==> src/rtl/fifo_push_rr_arbiter.sv <==
// Round-robin push-side arbiter for a shared FIFO. A requester keeps the grant until its last beat moves.
// Optional per-requester saturating beat counters: define ARB_BEAT_CNT_EN.
module fifo_push_rr_arbiter #(
    parameter int NUM_REQ    = 4,
    parameter int DATA_WIDTH = 8,
    parameter int IDX_W      = $clog2(NUM_REQ)
) (
    input  logic                          clk_i,
    input  logic                          rst_ni,
    input  logic [NUM_REQ-1:0]            req_valid_i,
    input  logic [NUM_REQ-1:0]            req_last_i,
    input  logic [NUM_REQ*DATA_WIDTH-1:0] req_data_i,
    output logic [NUM_REQ-1:0]            req_ready_o,
    input  logic                          fifo_full_i,
    output logic                          fifo_push_o,
    output logic [DATA_WIDTH-1:0]         fifo_data_o,
    output logic [NUM_REQ-1:0]            grant_o,
    output logic                          busy_o
`ifdef ARB_BEAT_CNT_EN
    ,
    output logic [NUM_REQ*16-1:0]         beat_cnt_o
`endif
);

    typedef enum logic {
        IDLE,
        LOCKED
    } state_t;

    state_t           state;
    logic [IDX_W-1:0] ptr;
    logic [IDX_W-1:0] owner;
    logic [IDX_W-1:0] cand;
    logic [IDX_W-1:0] arb_winner;
    logic             arb_found;
    logic             pkt_end;

    // Search ptr+1, ptr+2, ... so the last-served requester gets the lowest priority.
    always_comb begin
        // NOTE: every variable gets a default before any branch, so no latch is inferred.
        arb_found  = 1'b0;
        arb_winner = '0;
        cand       = '0;
        for (int i = 1; i <= NUM_REQ; i++) begin
            cand = IDX_W'((int'(ptr) + i) % NUM_REQ);
            if (!arb_found && req_valid_i[cand]) begin
                arb_found  = 1'b1;
                arb_winner = cand;
            end
        end
    end

    always_comb begin
        req_ready_o = '0;
        fifo_push_o = 1'b0;
        fifo_data_o = '0;
        if (state == LOCKED) begin
            req_ready_o[owner] = ~fifo_full_i;
            fifo_push_o        = req_valid_i[owner] & ~fifo_full_i;
            fifo_data_o        = req_data_i[owner*DATA_WIDTH +: DATA_WIDTH];
        end
    end

    assign pkt_end = fifo_push_o & req_last_i[owner];

    always_ff @(posedge clk_i) begin
        // NOTE: state registers use non-blocking assignments so every flop samples pre-edge values.
        if (!rst_ni) begin
            state   <= IDLE;
            grant_o <= '0;
            busy_o  <= 1'b0;
            ptr     <= IDX_W'(NUM_REQ - 1);
            owner   <= '0;
        end else begin
            case (state)
                IDLE: begin
                    if (arb_found) begin
                        state   <= LOCKED;
                        grant_o <= NUM_REQ'(1) << arb_winner;
                        busy_o  <= 1'b1;
                        owner   <= arb_winner;
                    end
                end
                LOCKED: begin
                    if (pkt_end) begin
                        state   <= IDLE;
                        grant_o <= '0;
                        busy_o  <= 1'b0;
                        ptr     <= owner;
                    end
                end
                default: begin
                    state   <= IDLE;
                    grant_o <= '0;
                    busy_o  <= 1'b0;
                end
            endcase
        end
    end

`ifdef ARB_BEAT_CNT_EN
    logic [15:0] beat_cnt [NUM_REQ];

    always_ff @(posedge clk_i) begin
        // NOTE: the counter array is software-visible, so every entry is explicitly cleared on reset.
        if (!rst_ni) begin
            for (int k = 0; k < NUM_REQ; k++) begin
                beat_cnt[k] <= '0;
            end
        end else if (fifo_push_o && (beat_cnt[owner] != 16'hFFFF)) begin
            beat_cnt[owner] <= beat_cnt[owner] + 16'd1;
        end
    end

    for (genvar k = 0; k < NUM_REQ; k++) begin : g_cnt_out
        assign beat_cnt_o[k*16 +: 16] = beat_cnt[k];
    end
`endif

endmodule

==> config.mk <==
export PLATFORM = sky130hd
export DESIGN_NAME = fifo_push_rr_arbiter
export DESIGN_NICKNAME = d
export VERILOG_FILES = /design/src/rtl/fifo_push_rr_arbiter.sv
export SDC_FILE = /design/constraint.sdc
export NUM_CORES = 1
export LEC_CHECK = 0
export BUFFER_PORTS_ARGS = -buffer_cell sky130_fd_sc_hd__buf_2
export CORE_MARGIN = 2
export CORE_UTILIZATION = 45
export CTS_BUF_LIST = sky130_fd_sc_hd__clkbuf_4 sky130_fd_sc_hd__clkbuf_8
export DETAILED_ROUTE_END_ITERATION = 10
export PLACE_DENSITY = 0.95
export REMOVE_ABC_BUFFERS = 1
export SYNTH_ARGS = -nofsm -noshare
export SYNTH_HDL_FRONTEND = slang
export SYNTH_SLANG_ARGS = --single-unit
==> constraint.sdc <==
create_clock -name clk_i -period 2.6 [get_ports clk_i]
set_input_delay 0.52 -clock clk_i [delete_from_list [all_inputs] [get_ports clk_i]]
set_output_delay 0.52 -clock clk_i [all_outputs]
set_load 0.05 [all_outputs]
* Word-level counts from Yosys, hierarchy flattened *
Index checks and enable logic that the tools add are counted.
W data, S select, Z words.

storage, ports and cells
  bits in registers = 10
  bits of input ports = 43
  output and inout bits = 18
  word-level logic and storage cells = 68

cells by class
  add/sub/neg operators = 4
  magnitude comparators = 6
  eq/ne operators = 2
  shift-type cells = 2
  multiplexer cells = 34
  bitwise operators = 5
  reductions and logical operators = 10

operators by type and width
  cell                   count
  $shiftx A32 B6 Y8      1
  $mux W1                16
  $lt A2 B3 Y1 const B   5
  $bmux W1 S2            6
  $mux W4                3
  $mux W2                4
  $mux W8                1
  $pmux W4 S2            1
  $reduce_and A2 Y1      3
  $add A2 B1 Y2 const B  2
  $add A2 B2 Y2 const B  2
  $and A4 B4 Y4          1
  $logic_and A1 B1 Y1    4
  $pmux W1 S2            2
  $shl A1 B2 Y4 const A  1
  $logic_not A1 Y1       3
  $and A1 B1 Y1          2
  $demux W1 S2           1
  $ge A2 B1 Y1 const B   1
  $ne A2 B1 Y1 const B   1
  $ne A2 B2 Y1 const B   1
  $not A1 Y1             2

* Longest topological paths before layout *
  depth in word-level cells = 16
  mapped depth = 5
  depth with buffers taken out = 4

* Worst setup path after synthesis *
Ideal clock, no wire load.

  path kind = input-to-output
  from = input fifo_full_i
  to = output req_ready_o[0]
  arrival = 1.552 ns
  slack = 0.528 ns
  stages = 2
  buffers on the path = 0
  cells stage by stage = or3b_4 -> nor2_1

on the way
  cells in the longest elaborated chain, start to end = 3

RTL lines
  item                     RTL line  RTL
  start: declaration       14        input logic fifo_full_i,
  $not A1 Y1               58        req_ready_o[owner] = ~fifo_full_i;
  $and A4 B4 Y4 (no line)  -
  $mux W4                  57        if (state == LOCKED) begin
  end: declaration         13        output logic [NUM_REQ-1:0] req_ready_o,

No other way between the ends.

* Worst setup path in the final report *
  from = register owner[0]
  to = output fifo_data_o[7]

on the way
  cells in the longest elaborated chain, start to end = 2

RTL lines
  item                      RTL line  RTL
  start: declaration        32        logic [IDX_W-1:0] owner;
  start signal: assignment  81        owner <= arb_winner;
  $shiftx A32 B6 Y8         60        fifo_data_o = req_data_i[owner*DATA_WIDTH +: DATA_WIDTH];
  $mux W8                   57
  end: declaration          16        output logic [DATA_WIDTH-1:0] fifo_data_o,

No other way between the ends.

==> results.tsv <==
metric	value	unit
clockBufferDepth	2	
clk_pin_slew	0.07	ns
vias_per_cell	5.50	
synthDistinctLibCells	32	
grt_first_pass_wirelength	3430	um
ys_warn_count	0	
cp.required	2.08	ns
grt_max_degree	15	
arrival	1.80	ns
yosysSeqAreaShare	0.238	
nets	191	
antenna_left	0	
synth-edff-count	0	
antenna_found_initial	0	
syn2layout_area_growth	40.6	%
cts_tree	yes	
wl_per_cell	14.1	um
maxSlewViolCount	0	
ys.flop_type	dfxtp_1	
num_vias	946	
crit_type	register to primary output	
fp.dieH	47.3	um
status	complete, no violations	
max-vdd-ir-drop	0.000320	V
finalCritPeriodShare	0.892	
ioPinCount	61	
synth.area.top_cells	dfxtp_1 24%, mux4_2 19%, and2_1 5.9%, mux2i_1 5.9%, o32ai_1 4.2%	
synthAdderAreaFrac	0	
fin_crit	2.32	ns
die_area	0.00223	mm2
cts_num_sinks	10	
dp_hpwl	2040	um
drt_wl_total	2420	um
path_max_fanout	14	
dp_cells	168	
initial_core_util	0.482	
p_per_area	574	mW/mm2
cts_inserted_buffers	3	
netlist.area_leader.share	0.238	
root_buffer	clkbuf_4	
yosys.area_share.simple	0.214	
max-slew-margin-rel	0.717	
cts_hold_buf	0	
crit_start	owner[0]	
syn_inst	87	
first_global_vias	894	
met3_usage	0.0423	
drtIter0Drc	9	
hold_violations	0	
total_leakage_power	0.568	nW
max_freq	431	MHz
clk_latency	0.27	ns
drcViolationCount	0	
syn_area_per_cell	9.68	um2
use_met1	0.193	
globalRouteTotalUtil	0.224	
hold_path.class	register to register	
final_cell_count_no_fill	172	
drive_gt1_frac	0.544	
place.gp.congestion	0.723	
overflow	0	
ys_async_sr_fraction	0	
placed_area	0.00115	mm2
postLayoutCellArea	0.00118	mm2
firstDrtPassIters	4	
rsz0062_at_grt	no	
mostFrequentLayoutCell	buf_2	
holdWs	0.454	ns
muxShareOfSynthArea	0.309	
dieWidth	47.3	um
ys_seq_elements	10	
final_cell_mix	60 x buf_2, 9 x dfxtp_1, 8 x and2_1, 8 x nand2_1	
core_area	0.00175	mm2
num_rows	15	
setup_viol	0	
synth-compound-area-share	0.180	
setup_tns	0	ns
cp-end-kind	primary output	
n_fill_cell	151	
port_buffers	60	
antenna_cells	0	
rr_startpoint	owner[1]	
min_from	busy_o	
tightest_slew	0.424	ns
synthXorXnorAreaFrac	0	
total_power	0.680	mW
met2_usage	0.454	
start_kind	register	
busiest_layer	met2	
synth_area_leader_cell	dfxtp_1	
htreeDepth	1	
drv_cap	0	
syn-cell-area	842	um2
synth_top_family_by_area	multiplexers	
fin_worst_skew	0.000327	ns
state kept, by name (all words and copies together) (netlist names):
register,cells
busy_o,1
state,1
ptr,2
owner,2
grant_o,4
cells by family after synthesis:
| group | Yosys count |
|---|---|
| simple gates | 34 |
| compound gates | 19 |
| mux | 15 |
| flops | 10 |
| buf+inv | 9 |
stage by stage:
stage               utilization  setup slack [ns]
finish                    0.678             0.280
global route              0.678             0.205
CTS                       0.677            0.0322
detailed placement        0.657             0.332
global placement          0.657             0.386
floorplan                     -             0.488
power by group:
| group | switching [mW] | internal (mW) |
|---|---|---|
| clock network | 0.0563 | 0.0851 |
| registers | 0.0325 | 0.172 |
| logic | 0.206 | 0.128 |
critical path, stage by stage (launching register included):
cell	delay [ns]
dfxtp_2	0.55
mux4_1	0.61
and2_1	0.17
buf_2	0.20
final timing paths:
path,to,slack [ns],cells past startpoint
worst max register to register,grant_o[2],0.82,5
worst min-delay path,busy_o,0.45,2
worst min register to register,busy_o,0.45,2
worst max-delay path,fifo_data_o[7],0.28,3
cell type report:
cell class	count	area, um2	share of cell area
tap	25	31.3	0.0264
sequential	10	201	0.170
clock buffer	4	36.3	0.0307
timing repair buffer	61	308	0.260
inverter	4	15.0	0.0127
multi-input combinational	68	592	0.500
metal layers:
layer	vias to the layer above	share of wire
met2	50	0.53
met5	-	0
li1	447	-
met3	9	0.10
met4	0	0.028
met1	440	0.34
synthesized netlist by cell type (all sizes together) (2+ instances only):
| library cell | n |
|---|---|
| a21oi | 2 |
| and2 | 8 |
| buf | 3 |
| clkbuf | 2 |
| dfxtp | 10 |
| inv | 4 |
| mux2 | 2 |
| mux2i | 5 |
| mux4 | 8 |
| nand2 | 8 |
| nand2b | 3 |
| nand3 | 3 |
| nand3b | 3 |
| nor2 | 7 |
| o211ai | 2 |
| o21ai | 4 |
| o32ai | 4 |
timing repair:
| item | 4_1_cts | 5_1_grt |
|---|---|---|
| hold endpoints to repair | 0 | 0 |
| buffers inserted | 0 | 0 |
| resized for setup | 0 | 1 |
| endpoints found under the setup margin | 0 | 5 |
(Power assumes the default switching activity.)
